## src/rtl/timer_pkg.sv

```systemverilog
// Shared definitions for the MM:SS countdown timer: state codes, digit limits
// and two-digit BCD increment/decrement helpers.
package timer_pkg;

  typedef enum logic [2:0] {
    ST_INICIAL    = 3'b000,
    ST_ESTABLECER = 3'b001,
    ST_CONTANDO   = 3'b010,
    ST_DETENIDO   = 3'b011,
    ST_FINAL      = 3'b101
  } state_t;

  localparam int unsigned MAX_MIN = 59;
  localparam int unsigned MAX_SEC = 59;

  // Each field holds two BCD digits: [7:4] tens, [3:0] units.
  typedef struct packed {
    logic [7:0] mins;
    logic [7:0] secs;
  } mmss_t;

  function automatic logic [7:0] bcd2_inc(input logic [7:0] v, input int unsigned lim);
    logic [7:0] r;
    if (v == {4'(lim / 10), 4'(lim % 10)}) r = 8'h00;
    else if (v[3:0] == 4'd9)               r = {v[7:4] + 4'd1, 4'd0};
    else                                   r = {v[7:4], v[3:0] + 4'd1};
    return r;
  endfunction

  function automatic logic [7:0] bcd2_dec(input logic [7:0] v, input int unsigned lim);
    logic [7:0] r;
    if (v == 8'h00)          r = {4'(lim / 10), 4'(lim % 10)};
    else if (v[3:0] == 4'd0) r = {v[7:4] - 4'd1, 4'd9};
    else                     r = {v[7:4], v[3:0] - 4'd1};
    return r;
  endfunction

  function automatic mmss_t mmss_dec(input mmss_t t);
    mmss_t r;
    r      = t;
    r.secs = bcd2_dec(t.secs, MAX_SEC);
    if (t.secs == 8'h00) r.mins = bcd2_dec(t.mins, MAX_MIN);
    return r;
  endfunction

  function automatic logic mmss_is_zero(input mmss_t t);
    return (t == '0);
  endfunction

endpackage

```

## src/rtl/timer_if.sv

```systemverilog
// Button and display bundle of the countdown timer; master drives the buttons,
// slave (timer_fsm) drives the BCD digits and status.
interface timer_if;
  logic       btn_set;
  logic       btn_start;
  logic       btn_stop;
  logic       btn_clear;
  logic       inc_min;
  logic       inc_sec;
  logic [3:0] dig0;
  logic [3:0] dig1;
  logic [3:0] dig2;
  logic [3:0] dig3;
  logic [2:0] actualState;
  logic       finish;
  logic       clk1Hz;

  modport master (
    output btn_set, btn_start, btn_stop, btn_clear, inc_min, inc_sec,
    input  dig0, dig1, dig2, dig3, actualState, finish, clk1Hz
  );

  modport slave (
    input  btn_set, btn_start, btn_stop, btn_clear, inc_min, inc_sec,
    output dig0, dig1, dig2, dig3, actualState, finish, clk1Hz
  );
endinterface

```

## src/rtl/timer_sec_tick_gen.sv

```systemverilog
// One-second divider: counts 0..CLK_HZ-1, flags the wrap cycle as tick and
// derives a 50 % duty 1 Hz square wave from the same count.
module sec_tick_gen #(
  parameter int CLK_HZ = 50_000_000
) (
  input  logic clk,
  input  logic reset,
  input  logic restart,
  output logic tick,
  output logic clk1Hz
);
  localparam int CW = (CLK_HZ > 1) ? $clog2(CLK_HZ) : 1;
  localparam logic [CW-1:0] LAST = CW'(CLK_HZ - 1);
  localparam logic [CW-1:0] HALF = CW'(CLK_HZ / 2);

  logic [CW-1:0] r_count;
  logic [CW-1:0] w_count_next;
  logic          r_clk1hz;

  always_comb begin
    w_count_next = r_count + CW'(1);
    if (restart || (r_count == LAST)) w_count_next = '0;
  end

  // The square wave is registered from the next count so it never glitches.
  always_ff @(posedge clk or posedge reset) begin
    if (reset) begin
      r_count  <= '0;
      r_clk1hz <= 1'b1;
    end else begin
      r_count  <= w_count_next;
      r_clk1hz <= (w_count_next < HALF);
    end
  end

  assign tick   = (r_count == LAST);
  assign clk1Hz = r_clk1hz;
endmodule

```

## src/rtl/timer_fsm.sv

```systemverilog
// MM:SS countdown timer state machine with BCD time registers.
// Optional macro TIMER_FINAL_TIMEOUT_EN: leave FINAL after FINAL_HOLD_S ticks.
module timer_fsm
  import timer_pkg::*;
#(
  parameter int CLK_HZ       = 50_000_000,
  parameter int FINAL_HOLD_S = 10
) (
  input  logic    clk,
  input  logic    reset,
  timer_if.slave  bus
);
  state_t r_state;
  state_t w_state_next;
  mmss_t  r_time;
  mmss_t  w_time_next;
  logic   r_finish;
  logic   w_tick;
  logic   w_restart;
  logic   w_clk1hz;
  logic   w_timeout;

  if (CLK_HZ < 2 || FINAL_HOLD_S < 1) begin : g_bad_param
    $error("timer_fsm: CLK_HZ must be >= 2 and FINAL_HOLD_S >= 1");
  end

  sec_tick_gen #(.CLK_HZ(CLK_HZ)) u_tick (
    .clk     (clk),
    .reset   (reset),
    .restart (w_restart),
    .tick    (w_tick),
    .clk1Hz  (w_clk1hz)
  );

`ifdef TIMER_FINAL_TIMEOUT_EN
  localparam int HOLD_W = $clog2(FINAL_HOLD_S + 1);
  logic [HOLD_W-1:0] r_hold;

  always_ff @(posedge clk or posedge reset) begin
    if (reset)                    r_hold <= '0;
    else if (r_state != ST_FINAL) r_hold <= '0;
    else if (w_tick)              r_hold <= r_hold + HOLD_W'(1);
  end

  assign w_timeout = (r_state == ST_FINAL) && w_tick &&
                     (r_hold == HOLD_W'(FINAL_HOLD_S - 1));
`else
  assign w_timeout = 1'b0;
`endif

  always_comb begin
    w_state_next = r_state;
    w_time_next  = r_time;
    if (bus.btn_clear && (r_state != ST_INICIAL)) begin
      w_state_next = ST_INICIAL;
      w_time_next  = '0;
    end else begin
      case (r_state)
        ST_INICIAL: begin
          if (bus.btn_set) w_state_next = ST_ESTABLECER;
        end
        ST_ESTABLECER: begin
          if (bus.inc_min) w_time_next.mins = bcd2_inc(r_time.mins, MAX_MIN);
          if (bus.inc_sec) w_time_next.secs = bcd2_inc(r_time.secs, MAX_SEC);
          if (bus.btn_start && !mmss_is_zero(r_time)) w_state_next = ST_CONTANDO;
        end
        ST_CONTANDO: begin
          // A tick is applied before a simultaneous stop; reaching zero beats stop.
          if (w_tick) begin
            w_time_next = mmss_dec(r_time);
            if (mmss_is_zero(w_time_next)) w_state_next = ST_FINAL;
            else if (bus.btn_stop)         w_state_next = ST_DETENIDO;
          end else if (bus.btn_stop) begin
            w_state_next = ST_DETENIDO;
          end
        end
        ST_DETENIDO: begin
          if (bus.btn_start) w_state_next = ST_CONTANDO;
        end
        ST_FINAL: begin
          w_time_next = '0;
          if (w_timeout) w_state_next = ST_INICIAL;
        end
        default: begin
          w_state_next = ST_INICIAL;
          w_time_next  = '0;
        end
      endcase
    end
  end

  assign w_restart = (w_state_next == ST_CONTANDO) && (r_state != ST_CONTANDO);

  always_ff @(posedge clk or posedge reset) begin
    if (reset) begin
      r_state  <= ST_INICIAL;
      r_time   <= '0;
      r_finish <= 1'b0;
    end else begin
      r_state  <= w_state_next;
      r_time   <= w_time_next;
      r_finish <= (w_state_next == ST_FINAL);
    end
  end

  assign bus.dig0        = r_time.mins[7:4];
  assign bus.dig1        = r_time.mins[3:0];
  assign bus.dig2        = r_time.secs[7:4];
  assign bus.dig3        = r_time.secs[3:0];
  assign bus.actualState = r_state;
  assign bus.finish      = r_finish;
  assign bus.clk1Hz      = w_clk1hz;
endmodule

```

## src/flat_wrapper.sv

```systemverilog
// flat-port wrapper written by rule: the top's interface ports become plain ports
module timer_fsm_flat import timer_pkg::*;
#(
  parameter int CLK_HZ       = 50_000_000,
  parameter int FINAL_HOLD_S = 10
)
  (clk, reset, bus_btn_set, bus_btn_start, bus_btn_stop, bus_btn_clear, bus_inc_min, bus_inc_sec, bus_dig0, bus_dig1, bus_dig2, bus_dig3, bus_actualState, bus_finish, bus_clk1Hz);
  timer_if bus_i ();
  input  logic clk;
  input  logic reset;
  input wire logic [$bits(bus_i.btn_set)-1:0] bus_btn_set;
  input wire logic [$bits(bus_i.btn_start)-1:0] bus_btn_start;
  input wire logic [$bits(bus_i.btn_stop)-1:0] bus_btn_stop;
  input wire logic [$bits(bus_i.btn_clear)-1:0] bus_btn_clear;
  input wire logic [$bits(bus_i.inc_min)-1:0] bus_inc_min;
  input wire logic [$bits(bus_i.inc_sec)-1:0] bus_inc_sec;
  output wire logic [$bits(bus_i.dig0)-1:0] bus_dig0;
  output wire logic [$bits(bus_i.dig1)-1:0] bus_dig1;
  output wire logic [$bits(bus_i.dig2)-1:0] bus_dig2;
  output wire logic [$bits(bus_i.dig3)-1:0] bus_dig3;
  output wire logic [$bits(bus_i.actualState)-1:0] bus_actualState;
  output wire logic [$bits(bus_i.finish)-1:0] bus_finish;
  output wire logic [$bits(bus_i.clk1Hz)-1:0] bus_clk1Hz;
  assign bus_i.btn_set = bus_btn_set;
  assign bus_i.btn_start = bus_btn_start;
  assign bus_i.btn_stop = bus_btn_stop;
  assign bus_i.btn_clear = bus_btn_clear;
  assign bus_i.inc_min = bus_inc_min;
  assign bus_i.inc_sec = bus_inc_sec;
  assign bus_dig0 = bus_i.dig0;
  assign bus_dig1 = bus_i.dig1;
  assign bus_dig2 = bus_i.dig2;
  assign bus_dig3 = bus_i.dig3;
  assign bus_actualState = bus_i.actualState;
  assign bus_finish = bus_i.finish;
  assign bus_clk1Hz = bus_i.clk1Hz;
  timer_fsm #(.CLK_HZ(CLK_HZ), .FINAL_HOLD_S(FINAL_HOLD_S)) u_core (.clk(clk), .reset(reset), .bus(bus_i));
endmodule
```

## config.mk

```make
export PLATFORM = sky130hd
export DESIGN_NAME = timer_fsm_flat
export DESIGN_NICKNAME = d
export VERILOG_FILES = /design/src/rtl/timer_pkg.sv /design/src/rtl/timer_if.sv /design/src/rtl/timer_sec_tick_gen.sv /design/src/rtl/timer_fsm.sv /design/src/flat_wrapper.sv
export SDC_FILE = /design/constraint.sdc
export NUM_CORES = 1
export LEC_CHECK = 0
export BUFFER_PORTS_ARGS = -buffer_cell sky130_fd_sc_hd__buf_2
export CORE_MARGIN = 2
export CORE_UTILIZATION = 61
export CTS_CLUSTER_DIAMETER = 80
export DETAILED_ROUTE_END_ITERATION = 12
export PLACE_DENSITY = 0.79
export SYNTH_ARGS = -nofsm -noshare
export SYNTH_HDL_FRONTEND = slang
export SYNTH_SLANG_ARGS = --single-unit
export TNS_END_PERCENT = 20
```

## constraint.sdc

```tcl
create_clock -name clk -period 3.5 [get_ports clk]
set_input_delay 0.525 -clock clk [delete_from_list [all_inputs] [get_ports clk]]
set_output_delay 0.525 -clock clk [all_outputs]
set_load 0.005 [all_outputs]
```

# Word-level counts from Yosys, hierarchy flattened

Index checks and enable logic that the tools add are counted.

Flip-flop bits (word level): 47
Input port bits: 8
Logic and storage cells: 83
Output and inout port bits: 21

Magnitude comparators: 1
Add/sub/neg operators: 9
Mux-type cells: 29
Reduce and logical (&&, ||, !) cells: 18
Equality and inequality tests: 18

Operator list:

| operator              | count |
|---|---|
| $mux 8                | 17 |
| $pmux 16 s3           | 1 |
| $logic_not 16->1      | 2 |
| $mux 16               | 2 |
| $add 26x1->26 const B | 1 |
| $eq 26x26->1 const B  | 1 |
| $lt 26x25->1 const B  | 1 |
| $mux 26               | 1 |
| $mux 3                | 7 |
| $add 4x1->4 const B   | 4 |
| $eq 8x7->1 const B    | 2 |
| $logic_not 8->1       | 2 |
| $sub 4x1->4 const B   | 4 |
| $pmux 3 s5            | 1 |
| $ne 3x2->1 const B    | 4 |
| $eq 3x2->1 const B    | 3 |
| $eq 4x4->1 const B    | 2 |
| $logic_not 4->1       | 2 |
| $ne 4x1->1 const B    | 2 |
| $reduce_and 4->1      | 2 |
| $eq 3x3->1 const B    | 2 |
| $reduce_and 3->1      | 2 |
| $eq 3x1->1 const B    | 1 |
| $logic_and 1x1->1     | 3 |
| other kinds (6)       | 6 |

# Longest topological paths before layout

Depth after elaboration: 17
Gate-level depth with buffers: 11
Mapped depth without buffers: 8

# Hierarchy

A second synthesis with hierarchy kept.

Cells, all modules: 424
Area, all modules: 3,595.9 sq um

Modules (own cells, without submodules):

| module       | instances | seq. area each (sq um) | area an instance (sq um) | cells each |
|---|---|---|---|---|
| timer_fsm    | 1         | 500.5                  | 1,934.4                  | 244 |
| sec_tick_gen | 1         | 676.9                  | 1,661.6                  | 180 |

# Worst setup path after synthesis

No wires, ideal clock.

Kind: register -> register
Start point: register u_core.r_time, in the netlist u_core.bus.dig3[0]
End point: register u_core.u_tick.r_count[16]
Data required time: 3,418 ps
Slack: 917 ps
Period minus slack after synthesis: 2,583 ps
Arrival: 2,501 ps
Buffers on the path: 3
Stages on the path, launching flop included: 12
Library setup time: 82 ps
Cell sequence: dfrtp_1 inv_1 ha_1 buf_2 or4b_1 buf_2 o31a_1 nor3_2 nor3_1 o311a_4 buf_6 nor3_2

Cells in the longest elaborated chain, start to end: 15
Elaborated cells between the ends (all ways): 25
Those cells by class: 1 x add/sub; 1 x eq/ne; 15 x mux; 8 x reduce/logical

Ends and longest elaborated chain:

| item                                                  | RTL line                         | source |
|---|---|---|
| from (decl)                                           | timer_fsm.sv:15                  | `mmss_t r_time;` |
| from (signal assigned)                                | timer_fsm.sv:101                 | `r_time <= w_time_next;` |
| $sub 4x1->4 / $logic_not 4->1 (equally long branches) | timer_pkg.sv:34, timer_pkg.sv:33 |  |
| $mux 8                                                | timer_pkg.sv:33                  | `else if (v[3:0] == 4'd0) r = {v[7:4] - 4'd1, 4'd9};` |
| $mux 8                                                | timer_pkg.sv:32                  | `if (v == 8'h00) r = {4'(lim / 10), 4'(lim % 10)};` |
| $mux 8                                                | timer_fsm.sv:69                  | `if (w_tick) begin` |
| $mux 8                                                | timer_fsm.sv:58                  | `case (r_state)` |
| $mux 8                                                | timer_fsm.sv:54                  | `if (bus.btn_clear && (r_state != ST_INICIAL)) begin` |
| $logic_not 16->1                                      | timer_pkg.sv:47                  | `return (t == '0);` |
| $mux 3                                                | timer_fsm.sv:71                  | `if (mmss_is_zero(w_time_next)) w_state_next = ST_FINAL;` |
| $mux 3                                                | timer_fsm.sv:69                  |  |
| $pmux 3 s5 (*)                                        | timer_fsm.sv:58                  |  |
| $mux 3 (*)                                            | timer_fsm.sv:54                  |  |
| $eq 3x2->1 (*)                                        | timer_fsm.sv:92                  | `assign w_restart = (w_state_next == ST_CONTANDO) && (r_state != ST_CONTANDO);` |
| $logic_and 1x1->1 (*)                                 | timer_fsm.sv:92                  |  |
| $logic_or 1x1->1 (*)                                  | timer_sec_tick_gen.sv:22         | `if (restart \|\| (r_count == LAST)) w_count_next = '0;` |
| $mux 26 (*)                                           | timer_sec_tick_gen.sv:22         |  |
| named net u_core.u_tick.w_count_next[16]              | timer_sec_tick_gen.sv:17         | `logic [CW-1:0] w_count_next;` |
| to (signal assigned)                                  | timer_sec_tick_gen.sv:31         | `r_count <= w_count_next;` |
| to (decl)                                             | timer_sec_tick_gen.sv:16         | `logic [CW-1:0] r_count;` |

Mark *: on every way through the listed nets, which the timed path passes. The rest lies on a longest branch. The select of a mux whose other input is x is not followed.
A chain may end at the register's enable or synchronous reset.

# Final worst setup path

Start point: register u_core.r_time, in the netlist u_core.bus.dig3[0]
End point: register u_core.u_tick.r_count[11]

The elaborated chain is that of the path after synthesis.

==> impl_metrics.py <==
metrics = {
    "clock_network": {
        "ctsRootBufferMaster": "sky130_fd_sc_hd__clkbuf_8",
        "clkSinkCount": 47,
        "clk_pin_slew_worst_paths_ns": 0.10,
        "cts_tree": "done",
        "hold_fix_buffers_at_cts": 0,
        "cts.repair_timing.setup_buffer_count": 0,
        "tritoncts_buffer_count": 5,
        "cts.htree.levels": 2,
        "cts_repair_resize_count": 0,
        "cts_buffer_depth": 2,
        "insertion_delay_ns": 0.31,
    },
    "critical_path": {
        "critPathRequiredTime_ns": 3.75,
        "timing.critical_path.fanout_max": 10,
        "regToRegSetupSlack_ns": 0.47,
        "critical_path_arrival_ns": 3.27,
        "timing.critical_path.from": "u_core.bus.dig3[0]",
        "path_class": "reg2reg",
        "rr_worst_depth": 8,
        "critical_path.startpoint_type": "flop",
        "end_kind": "flop",
        "destination_of_the_critical_timing_path": "u_core.u_tick.r_count[11]",
        "r2r_start": "u_core.bus.dig3[0]",
        "worst_r2r_endpoint": "u_core.u_tick.r_count[11]",
    },
    "floorplan": {
        "io_pins": 29,
        "count_of_standard_cell_rows": 28,
        "floorplan.initialDensity": 0.632,
        "die_width_um": 82.5,
        "die_height_um": 82.5,
        "design.die.area_sq_um": 6810,
        "floorplan.core_area_sq_um": 5960,
    },
    "grt": {
        "grt.total_usage": 0.295,
        "first_pass_grt_wire_length_mm": 15.7,
        "grt_antenna_before_repair": 0,
        "grt_max_degree": 48,
        "first_global_vias": 3233,
        "globalRoute.totalOverflow": 0,
    },
    "synthesis": {
        "synthTopCellsByArea": "sky130_fd_sc_hd__dfrtp_1, sky130_fd_sc_hd__nor3_2, sky130_fd_sc_hd__ha_1",
        "synth_enable_flop_cells": 0,
        "post-synth-top-area-fraction": 0.306,
        "syn-instance-count": 435,
        "post_synth_instance_area_sq_um": 3760,
        "synth_flop_cell": "sky130_fd_sc_hd__dfrtp_1",
        "synth_async_sr_flop_share": 1.00,
        "synth.largest_area_cell": "sky130_fd_sc_hd__dfrtp_1",
        "yosysUniqueCellTypes": 69,
        "ys_ff_latch": 47,
        "mappedNetlistNets": 458,
        "synth_seq_area_share": 0.313,
        "ys_warn_count": 0,
        "post_synthesis_area_per_instance_sq_um": 8.65,
    },
    "cells_and_area": {
        "finish.utilization": 0.676,
        "fillers": 515,
        "antenna_cells_inserted": 0,
        "final_layout_size_suffix_gt1_frac": 0.173,
        "design.final.nets": 474,
        "area_growth_syn_to_layout_pct": 7.05,
    },
    "power_and_ir_drop": {
        "power_density_nw_per_um2": 709,
        "vdd_ir_drop_max_v": 0.000385,
        "leakagePower_uw": 0.00170,
    },
    "min_path": {
        "hold_class": "in2async",
    },
    "run": {
        "timing.max_cap.violations": 0,
    },
    "sta": {
        "timing_hold_violations_final": 0,
        "holdWs_ns": 0.461,
        "report.final.setup_viol": 0,
        "worst_clock_skew_ns": 0.00907,
        "layout_worst_path_cycle_share": 0.865,
        "max_slew_margin": 0.287,
        "period_minus_slack_ns": 3.03,
        "final-max-slew-violation-count": 0,
        "clock.fmax_ghz": 0.330,
        "worst_pin_slew_ns": 1.07,
        "grt_setup_unrepaired": "no",
        "fin_setup_tns_ns": 0,
    },
    "detailed_routing": {
        "pre_antenna_drt_iters": 5,
        "avgViaCountPerCell": 6.83,
        "wire_per_inst_um": 18.3,
        "routed_wirelength_mm": 9.64,
        "post-route-drc-count": 0,
        "first_iter_violations": 333,
        "vias": 3599,
        "ant_nets": 0,
    },
    "placement": {
        "gp_routability_congestion": 0.942,
        "detailed_place_hpwl_mm": 6.67,
        "placement.io_buffers": 28,
    },
    "status": {
        "result_of_the_run": "completed",
    },
}
power by group:
| group | internal, uW | switching, uW |
|---|---|---|
| clock network | 162 | 204 |
| registers | 700 | 286 |
| logic | 613 | 891 |
state kept, by name, indices dropped and copies added (netlist names):
name                    count
u_core.bus.actualState      3
u_core.u_tick.clk1Hz        1
u_core.bus.dig3             4
u_core.bus.dig0             4
u_core.bus.dig2             4
u_core.bus.finish           1
u_core.bus.dig1             4
u_core.u_tick.r_count      26
critical path: stages, from the launching register on:
cell and delay [ns]:
sky130_fd_sc_hd__dfrtp_1 0.48, sky130_fd_sc_hd__inv_1 0.09, sky130_fd_sc_hd__ha_1 0.33, sky130_fd_sc_hd__or4b_1 0.63, sky130_fd_sc_hd__o31a_1 0.36, sky130_fd_sc_hd__nor3_2 0.13, sky130_fd_sc_hd__nor3_1 0.10, sky130_fd_sc_hd__o311ai_1 0.59
sky130_fd_sc_hd__and3_1 0.27
final cells by class:
type	count	area (sq um)	area share
Multi-Input combinational cell	345	2390	0.593
Clock inverter	2	16.3	0.00404
Clock buffer	6	82.6	0.0205
Inverter	14	52.6	0.0131
Tap cell	75	93.8	0.0233
Timing Repair Buffer	38	215	0.0534
Sequential cell	47	1180	0.292
per-layer routing:
layer  track usage  routed length (um)  up-vias  part of all wire
met5             0                   0        -                 0
met4        0.0852                 182        0             0.019
met3        0.0435                 794       24             0.082
met2         0.452                4370      202              0.45
met1         0.432                4290     1706              0.45
li1              -                   -     1667                 -
cells in the final DEF (no fill, tap or decap), types with 7 or more instances in the layout:
master,instances
sky130_fd_sc_hd__a21oi_1,14
sky130_fd_sc_hd__and3_1,8
sky130_fd_sc_hd__buf_2,28
sky130_fd_sc_hd__buf_4,10
sky130_fd_sc_hd__dfrtp_1,46
sky130_fd_sc_hd__ha_1,15
sky130_fd_sc_hd__inv_1,13
sky130_fd_sc_hd__nand2_1,27
sky130_fd_sc_hd__nand3_1,27
sky130_fd_sc_hd__nand4_1,9
sky130_fd_sc_hd__nor2_1,41
sky130_fd_sc_hd__nor2b_1,9
sky130_fd_sc_hd__nor3_1,11
sky130_fd_sc_hd__nor3_2,21
sky130_fd_sc_hd__o21ai_0,14
sky130_fd_sc_hd__o22ai_1,7
sky130_fd_sc_hd__xnor2_1,12
sky130_fd_sc_hd__xor2_1,13
cells in the mapped netlist (all sizes together), types with 5 or more instances:
cell	instances
nand3	27
inv	14
o22ai	7
dfrtp	46
nor2b	9
xnor2	12
a211oi	5
nor4	7
nor2	41
nand2	27
nand4	9
and3	8
a31oi	6
o21ai	14
a21oi	14
xor2	13
nor3	32
buf	11
clkbuf	18
ha	15
nand2b	6
o211ai	6
kinds of logic after synthesis:
group / Yosys count / share of synthesized area
and+or+nand+nor: 195 / 0.305
AOI/OAI and AO/OA: 106 / 0.211
DFF: 47 / 0.313
buffers and inverters: 43 / 0.0519
xor gates and xnor gates: 25 / 0.0582
adders and majority gates: 15 / 0.0499
muxes: 4 / 0.0106
worst min-delay path by stage:
stage | from | end | slack (ns) | depth (start not counted)
2_1_floorplan | u_core.u_tick.r_count[0] | u_core.u_tick.r_count[0] | 0.48 | 1
3_3_place_gp | u_core.u_tick.r_count[0] | u_core.u_tick.r_count[0] | 0.51 | 1
3_5_place_dp | u_core.u_tick.r_count[0] | u_core.u_tick.r_count[0] | 0.54 | 1
4_1_cts | bus_btn_clear | u_core.bus.finish | 0.46 | 2
5_1_grt | bus_btn_clear | u_core.bus.actualState[2] | 0.47 | 2
6_report | reset | u_core.u_tick.r_count[22] | 0.46 | 2
per-stage QoR:
step | setup slack, ns | cells | instance area (sq um) | total power (uW)
3_5_place_dp | 0.542 | 519 | 3930 | 2450
4_1_cts | 0.516 | 527 | 4030 | 2820
3_3_place_gp | 0.670 | 519 | 3930 | 2390
5_1_grt | 0.319 | 527 | 4030 | 3050
2_1_floorplan | 0.917 | 435 | 3760 | 2130
6_report | 0.472 | 527 | 4030 | 2860
(Power assumes the default switching activity.)
